==> config.mk <==
export PLATFORM = sky130hd
export DESIGN_NAME = gpr_wbu
export DESIGN_NICKNAME = d
export VERILOG_FILES = /design/src/rtl/gpr_wbu_pkg.sv /design/src/rtl/gpr_wbu_regfile.sv /design/src/rtl/gpr_wbu.sv
export SDC_FILE = /design/constraint.sdc
export NUM_CORES = 2
export LEC_CHECK = 0
export ABC_CLOCK_PERIOD_IN_PS = 3100
export CAP_MARGIN = 15
export CELL_PAD_IN_SITES_DETAIL_PLACEMENT = 0
export CELL_PAD_IN_SITES_GLOBAL_PLACEMENT = 1
export CORE_UTILIZATION = 42
export DETAILED_ROUTE_END_ITERATION = 6
export PLACE_DENSITY_LB_ADDON = 0.1
export SYNTH_ARGS = -nofsm -noshare
export SYNTH_HDL_FRONTEND = slang
export SYNTH_SLANG_ARGS = --single-unit
==> constraint.sdc <==
create_clock -name clk -period 3.1 [get_ports clk]
set_clock_uncertainty 0.2 [all_clocks]
set_input_delay 0.31 -clock clk [delete_from_list [all_inputs] [get_ports clk]]
set_output_delay 0.31 -clock clk [all_outputs]
set_load 0.05 [all_outputs]
==> src/rtl/gpr_wbu_pkg.sv <==
// Shared constants and types for the write-back unit and its register file.
package gpr_wbu_pkg;

    localparam int unsigned GPR_DATAWIDTH = 32;
    localparam int unsigned GPR_NR        = 32;
    localparam int unsigned GPR_ADDRW     = $clog2(GPR_NR);

    // ABI register indices
    localparam logic [GPR_ADDRW-1:0] GPR_ZERO = 5'd0;
    localparam logic [GPR_ADDRW-1:0] GPR_SP   = 5'd2;
    localparam logic [GPR_ADDRW-1:0] GPR_A0   = 5'd10;

    // Pending-buffer occupancy
    typedef enum logic {
        ST_EMPTY = 1'b0,
        ST_PEND  = 1'b1
    } wbu_state_e;

    // One buffered EXU result awaiting commit
    typedef struct packed {
        logic                     wen;
        logic [GPR_ADDRW-1:0]     rd;
        logic [GPR_DATAWIDTH-1:0] data;
    } wbu_pend_t;

endpackage

==> src/rtl/gpr_wbu_regfile.sv <==
// General-purpose register array: one synchronous write port, two
// combinational read ports, asynchronous clear. Writes to x0 are dropped,
// so x0 always reads zero.
module gpr_regfile
    import gpr_wbu_pkg::*;
#(
    parameter int unsigned DATAWIDTH = GPR_DATAWIDTH,
    parameter int unsigned NR_REGS   = GPR_NR,
    parameter int unsigned ADDRW     = $clog2(NR_REGS)
) (
    input  logic                 clk,
    input  logic                 rst_n,
    input  logic                 i_we,
    input  logic [ADDRW-1:0]     i_waddr,
    input  logic [DATAWIDTH-1:0] i_wdata,
    input  logic [ADDRW-1:0]     i_raddr1,
    input  logic [ADDRW-1:0]     i_raddr2,
    output logic [DATAWIDTH-1:0] o_rdata1,
    output logic [DATAWIDTH-1:0] o_rdata2
);

    logic [DATAWIDTH-1:0] r_mem [NR_REGS];
    logic                 w_we_eff;

    // Suppress writes that target x0
    always_comb begin
        w_we_eff = i_we && (i_waddr != '0);
    end

    // Register array: cleared on reset, written on the rising edge
    always_ff @(posedge clk or negedge rst_n) begin
        if (!rst_n) begin
            for (int unsigned i = 0; i < NR_REGS; i++) begin
                r_mem[i] <= '0;
            end
        end else if (w_we_eff) begin
            r_mem[i_waddr] <= i_wdata;
        end
    end

    // Asynchronous read ports
    always_comb begin
        o_rdata1 = r_mem[i_raddr1];
        o_rdata2 = r_mem[i_raddr2];
    end

endmodule

==> src/rtl/gpr_wbu.sv <==
// Write-back unit: accepts EXU results over valid/ready, buffers one entry,
// commits it to the GPR file, forwards the pending value to the read ports
// and counts retired instructions.
module gpr_wbu
    import gpr_wbu_pkg::*;
#(
    parameter int unsigned DATAWIDTH   = GPR_DATAWIDTH,
    parameter int unsigned NR_REGS     = GPR_NR,
    parameter int unsigned ADDRW       = $clog2(NR_REGS),
    parameter logic [31:0] RETIRE_INIT = '0
) (
    input  logic                 clk,
    input  logic                 rst_n,
    input  logic                 exu_valid,
    output logic                 exu_ready,
    input  logic                 exu_wen,
    input  logic [ADDRW-1:0]     exu_rd,
    input  logic [DATAWIDTH-1:0] exu_data,
    input  logic                 wb_stall,
    input  logic [ADDRW-1:0]     raddr1,
    input  logic [ADDRW-1:0]     raddr2,
    output logic [DATAWIDTH-1:0] rdata1,
    output logic [DATAWIDTH-1:0] rdata2,
    output logic                 wb_done,
    output logic [31:0]          retire_cnt
);

    wbu_state_e           r_state;
    wbu_state_e           w_state_nxt;

    logic                 r_pend_wen;
    logic [ADDRW-1:0]     r_pend_rd;
    logic [DATAWIDTH-1:0] r_pend_data;

    logic                 r_wb_done;
    logic [31:0]          r_retire_cnt;

    logic                 w_pend_valid;
    logic                 w_accept;
    logic                 w_commit;
    logic                 w_ready;
    logic                 w_fwd1;
    logic                 w_fwd2;
    logic [DATAWIDTH-1:0] w_rf_rdata1;
    logic [DATAWIDTH-1:0] w_rf_rdata2;

    // State register: pending buffer occupancy
    always_ff @(posedge clk or negedge rst_n) begin
        if (!rst_n) begin
            r_state <= ST_EMPTY;
        end else begin
            r_state <= w_state_nxt;
        end
    end

    // Next state: an accept always leaves an entry pending; a lone commit empties it
    always_comb begin
        w_state_nxt = r_state;
        case (r_state)
            ST_EMPTY: if (w_accept) w_state_nxt = ST_PEND;
            ST_PEND:  if (w_commit && !w_accept) w_state_nxt = ST_EMPTY;
            default:  w_state_nxt = ST_EMPTY;
        endcase
    end

    // Handshake and commit decode: a stalled full buffer refuses new results
    always_comb begin
        w_pend_valid = (r_state == ST_PEND);
        w_ready      = !w_pend_valid || !wb_stall;
        w_accept     = exu_valid && w_ready;
        w_commit     = w_pend_valid && !wb_stall;
    end

    // Pending entry payload, loaded only on accept
    always_ff @(posedge clk or negedge rst_n) begin
        if (!rst_n) begin
            r_pend_wen  <= 1'b0;
            r_pend_rd   <= '0;
            r_pend_data <= '0;
        end else if (w_accept) begin
            r_pend_wen  <= exu_wen;
            r_pend_rd   <= exu_rd;
            r_pend_data <= exu_data;
        end
    end

    // Retire pulse and wrapping retired-instruction counter
    always_ff @(posedge clk or negedge rst_n) begin
        if (!rst_n) begin
            r_wb_done    <= 1'b0;
            r_retire_cnt <= RETIRE_INIT;
        end else begin
            r_wb_done <= w_commit;
            if (w_commit) begin
                r_retire_cnt <= r_retire_cnt + 32'd1;
            end
        end
    end

    gpr_regfile #(
        .DATAWIDTH (DATAWIDTH),
        .NR_REGS   (NR_REGS),
        .ADDRW     (ADDRW)
    ) u_regfile (
        .clk      (clk),
        .rst_n    (rst_n),
        .i_we     (w_commit && r_pend_wen),
        .i_waddr  (r_pend_rd),
        .i_wdata  (r_pend_data),
        .i_raddr1 (raddr1),
        .i_raddr2 (raddr2),
        .o_rdata1 (w_rf_rdata1),
        .o_rdata2 (w_rf_rdata2)
    );

    // Read ports: x0 is zero, otherwise the pending write wins over the array
    always_comb begin
        w_fwd1 = w_pend_valid && r_pend_wen && (r_pend_rd == raddr1);
        w_fwd2 = w_pend_valid && r_pend_wen && (r_pend_rd == raddr2);

        if (raddr1 == '0)  rdata1 = '0;
        else if (w_fwd1)   rdata1 = r_pend_data;
        else               rdata1 = w_rf_rdata1;

        if (raddr2 == '0)  rdata2 = '0;
        else if (w_fwd2)   rdata2 = r_pend_data;
        else               rdata2 = w_rf_rdata2;
    end

    // Output drive
    always_comb begin
        exu_ready  = w_ready;
        wb_done    = r_wb_done;
        retire_cnt = r_retire_cnt;
    end

endmodule

Word level (Yosys, flattened, before mapping) --
Cells that the tools add are included.
Word-level totals: bits in registers 1096, input bits 52, output and inout bits 98, logic and storage cells 81
Operators by class: add/sub/neg operators 1, $lt $le $gt $ge 4, equal/unequal tests 2, muxes and demuxes 16, bitwise logic cells 4, reduce and logical (&&, ||, !) cells 16
Operators by type and width (number):
- 1024-bit bitwise mux | 1
- 32-bit binary-select mux with 5-bit select | 2
- 32-bit 2-to-1 mux | 9
- 32-bit demux with 5-bit select | 1
- 32-bit by 1-bit adder with 32-bit output, second input constant | 1
- 6-bit greater-or-equal comparator, second input constant | 3
- 5-bit NOT with 6-bit output | 3
- 5-bit equality test | 2
- 5-bit zero test | 2
- 1-bit logical AND | 9
- 6-bit by 1-bit less-than comparator with 1-bit output, second input constant | 1
- 5-bit nonzero test | 1
- 1-bit zero test | 3
- 1-bit 2-to-1 mux | 2
- 1-bit case mux with 2 select lines | 1
- 1-bit logical OR | 1
- 1-bit NOT | 1

Longest topological paths before layout --
word-level depth 7, mapped depth 11, mapped depth without buffers 7

Modules after synthesis --
From an unflattened synthesis, not the netlist that was laid out.
Second synthesis, totals: cell total of the unflattened synthesis 5060, area, all modules 60211.5 um^2
Modules (own cells, without submodules):
- gpr_regfile | instances 1, cells each 4601, area an instance 55937.4 um^2
- gpr_wbu | instances 1, cells each 459, area an instance 4274.1 um^2

Worst setup path after synthesis --
Ideal clock, no wire load.
path type input to output, start in raddr2[1], end out rdata2[9], data arrival time 2.748 ns, required time 2.590 ns, slack -0.158 ns, stages on the path 10, path buffers 4, path through buf_2 > buf_4 > and2_1 > buf_2 > buf_1 > a221oi_1 > o21ai_0 > o221ai_1 > a21oi_1 > nor3_1
Between the ends: longest elaborated chain between the ends 6, elaborated cells on any way between the ends 9
Ends and longest elaborated chain:
- from (decl) | RTL line gpr_wbu.sv:21 | input logic [ADDRW-1:0] raddr2,
- 5-bit NOT with 6-bit output (not written as such) | RTL line gpr_wbu_regfile.sv:44 | o_rdata2 = r_mem[i_raddr2];
- 32-bit binary-select mux with 5-bit select | RTL line gpr_wbu_regfile.sv:44
- 32-bit 2-to-1 mux (not written as such) (2 in series) | RTL line gpr_wbu_regfile.sv:44
- 32-bit 2-to-1 mux | RTL line gpr_wbu.sv:126 | else if (w_fwd2) rdata2 = r_pend_data;
- 32-bit 2-to-1 mux * | RTL line gpr_wbu.sv:125 | if (raddr2 == '0) rdata2 = '0;
- to (decl) | RTL line gpr_wbu.sv:23 | output logic [DATAWIDTH-1:0] rdata2,
Mark *: on every way between the ends. The rest lies on a longest branch, timed or not. The select of a mux whose other input is x is not followed.

Worst setup path after layout --
start reg r_state, end out rdata2[5]
Between the ends: longest elaborated chain between the ends 4
Ends and longest elaborated chain:
- from (decl) | RTL line gpr_wbu.sv:28 | wbu_state_e r_state;
- from (signal assigned) | RTL line gpr_wbu.sv:52 | r_state <= w_state_nxt;
- 1-bit logical AND (2 in series) | RTL line gpr_wbu.sv:119 | w_fwd2 = w_pend_valid && r_pend_wen && (r_pend_rd == raddr2);
- 32-bit 2-to-1 mux | RTL line gpr_wbu.sv:126
- 32-bit 2-to-1 mux | RTL line gpr_wbu.sv:125
Every way passes these cells.

==> key figures <==
Logic synthesis
  • Ys flop type: dfrtp_1
  • Seq/Total Area, Yosys: 0.468
  • EDFF count, synth: 0
  • Avg Synthesized Cell Area: 14.4 sq um
  • Compound-Gate Fraction of Synth Area: 0.0518
  • Mapped Nets: 4112
  • Top area cells in the synthesized netlist: dfrtp_1, mux2_2, mux4_2, mux2i_1, clkbuf_1
  • Simple-gate share of the synthesized area: 0.0340
  • Mapped Cells: 4059
  • Most area-hungry cell type in the Yosys netlist: dfrtp_1
  • Synth warnings: 0
  • FFs w/ async S/R, synth: 1.00
  • Post-Syn Area: 0.0586 sq mm
  • Post-synth top area share: 0.468
  • Combinational family with the most area after synthesis: multiplexers
  • Yosys cell types: 74
  • Post-synthesis mux area share: 0.395
  • Flops & latches, synth: 1096
  • Adder-Cell Fraction of Synth Area: 0.000213
  • Post-Synth XOR/XNOR Area: 0.00613

Flow run
  • Max cap viols: 0

Placed design
  • Post-DP HPWL: between 100 and 150 mm
  • DP Cell Count: 6111
  • Final RePlAce weighted congestion: 0.879
  • Buffers on Ports: 149

Power and ir drop
  • Pleak: 32.6 nW
  • Pwr Density: 664 mW/mm^2
  • Max VDD drop: 0.485 mV

Clock network
  • CTS sink cnt: 1096
  • CTS buffer count: roughly 130
  • Skew-Pair Late Insertion Delay: 790 ps
  • CTS tree: built
  • Clock transition time at the flip-flop clock pins of the worst setup and hold paths: 60 ps
  • Clock Path Buffers: 3
  • Clk root buf: clkbuf_16
  • CTS H-Tree Depth: 4

Global routing
  • Largest net degree at the start of global routing: between 100 and 150
  • Global route total overflow: 0
  • Busiest grt layer: met2
  • Met1 global-route usage: 0.458
  • Antenna violations before repair: 3
  • Global Route Usage Sum: 0.320
  • First-pass GRT wire length: 319 mm
  • Vias in the first global route: between 40000 and 50000
  • Met3 usage: 0.0586
  • GR Util met2: 0.499

Setup path
  • Critical path arrival: 3060 ps
  • RR Endpoint: u_regfile.r_mem[378]
  • Worst-path fanout max: 6
  • WS Path Type: register to output pin
  • WP buf/inv: 4
  • Critical path, cell by cell: nand2_4 > nor4_4 > nand3_4 > buf_8 > buf_12 > a21o_1 > o21ai_2 > a31oi_1 > buf_4 > buf_12
  • Worst r2r src: r_state
  • R2R Setup Slk: roughly 90 ps
  • CP max stage cell: dfrtp_2
  • Crit end category: output pin
  • Critical path's largest stage delay: 490 ps
  • Startpoint types: register
  • Reg2reg path depth: 9
  • Critical path's most frequent cell: buf_12
  • Worst EP required: 2590 ps
  • Delay-heaviest family, CP: simple AND/OR/NAND/NOR gates

Finish
  • Final core occ: 0.519
  • Commonest non-fill, non-tap cell in the layout: dfrtp_1
  • Nets@finish: 4491
  • Most frequent cells in the layout: dfrtp_1, mux2_2, mux4_2
  • Area grow syn2layout: 22.2%
  • Share of cells above drive strength 1: 0.518
  • Diode count: 0
  • Number of fill cells: between 10000 and 15000
  • Post-Layout Cell Count: 6394

Run status
  • Failing checks: setup timing
  • Status: complete, but fails checks

STA
  • Final worst-path cycle share: 1.15
  • Hold Vio Cnt, Final: 0
  • Pins Over Slew Limit: 0
  • Tightest Pin Transition: 951 ps
  • # setup viols final: 64
  • RSZ-0062 raised after global routing: yes
  • Minimum clock period after layout: between 3000 and 4000 ps
  • Setup slack after layout: -471 ps
  • F_max: 280 MHz
  • Max_slew headroom: 0.360

Floorplan
  • Site Rows: 136
  • Chip width: 376 microns
  • # IOs: 150
  • Core ar.: 0.138 sq mm
  • Die Footprint: 0.141 sq mm
  • Initial Utilization: 0.425
  • DIE HEIGHT: 376 microns

Min path
  • Worst Hold Class: primary input to register
  • Hold_sp: exu_data[4]
  • Hold path endpoint: r_pend_data[4]
  • WHS Path Cells: 2

Detailed routing
  • Vias: about 41000
  • Drt pass-1 iters: 7
  • Residual DRC: 0
  • Vias per inst: 6.35
  • Total Routed Length: approximately 220 mm
  • Avg WL per Cell: roughly 35 microns
  • Starting DRC count in detailed routing: 4068
  • Antenna viol nets, final: 0
## synth_stat cells (47+ instances only)
cell and number:
mux2i_1 178, mux4_2 396, o21ai_0 68, a21oi_1 47, nor2_1 66, dfrtp_1 1096
buf_2 128, o22ai_1 97, clkbuf_1 186, nand2_1 138, buf_4 48, mux2_2 1028
## through the flow
step                hold WS, ps  setup WS, ps  total power [mW]  setup TNS [ps]  area, sq um
finish                     30.8          -471              47.6          -23150        71600
global route               23.7          -524              49.5          -26840        71600
CTS                        11.2          -484              47.7          -23280        71300
detailed placement         40.1          -414              31.7           -5440        65600
global placement           45.3          -437              31.5           -4850        65600
floorplan                  -186         -8.37              27.3           -50.2        58600
## flip-flops by register name (all words and copies together), names as in the netlist
name	cells
r_pend_rd	5
u_regfile.r_mem	1024
r_state	1
r_pend_wen	1
retire_cnt	32
r_pend_data	32
wb_done	1
## worst register-to-register path: cells and delay by family (launching register included)
family / cells / cell delay [ps]
multiplexers: 1 / 380
buffers and inverters: 4 / 800
flip-flops: 1 / 490
AND/OR/NAND/NOR: 4 / 1000
## cells by family (layout without fill, tap and decap cells)
logic type | Yosys count | count (layout)
adders and majority gates | 1 | 1
AOI/OAI and AO/OA | 437 | 437
xor gates and xnor gates | 41 | 41
and+or+nand+nor | 393 | 393
buffers and inverters | 447 | 919
DFF | 1096 | 1096
muxes | 1644 | 1644
## metal layers
| metal | vias to the layer above | share of wire |
|---|---|---|
| met4 | 0 | 0.032 |
| met1 | 22222 | 0.44 |
| li1 | 16426 | - |
| met2 | 1599 | 0.46 |
| met3 | 342 | 0.068 |
| met5 | - | 0 |
## final cells by class
| type | instances | area [sq um] | area share |
|---|---|---|---|
| Timing Repair Buffer | 683 | 8030 | 0.112 |
| Inverter | 7 | 26.3 | 0.000367 |
| Clock inverter | 23 | 283 | 0.00395 |
| Sequential cell | 1096 | 27400 | 0.383 |
| Clock buffer | 206 | 3960 | 0.0553 |
| Tap cell | 1863 | 2330 | 0.0326 |
| Multi-Input combinational cell | 2516 | 29500 | 0.413 |
## what timing repair did
item                                    CTS  global route
endpoints found under the setup margin   64            64
buffers inserted                         17            16
hold buffers                             33             0
resized for setup                       223            53
endpoints found under the hold margin   884             0
gates cloned                              2             1
pin swaps                                43            19
## how the worst max path moves through the flow
stage	start	end	slack, ps	cells after the start
floorplan	r_pend_rd[2]	rdata2[1]	-8	7
global placement	raddr2[3]	rdata2[31]	-440	13
detailed placement	raddr2[3]	rdata2[31]	-410	13
CTS	r_pend_rd[0]	rdata1[28]	-480	11
global route	r_pend_rd[0]	rdata1[28]	-520	10
finish	r_state	rdata2[5]	-470	10
## where the power goes
| group | total, mW | switching [mW] | internal (mW) | leakage [nW] |
|---|---|---|---|---|
| logic | 12.0 | 5.37 | 6.64 | 15.8 |
| clock network | 15.5 | 6.40 | 9.10 | 2.08 |
| registers | 20.1 | 2.55 | 17.5 | 14.8 |
| total | 47.6 | 14.3 | 33.3 | 32.6 |
Note: power is estimated with default switching activity, not from simulation.
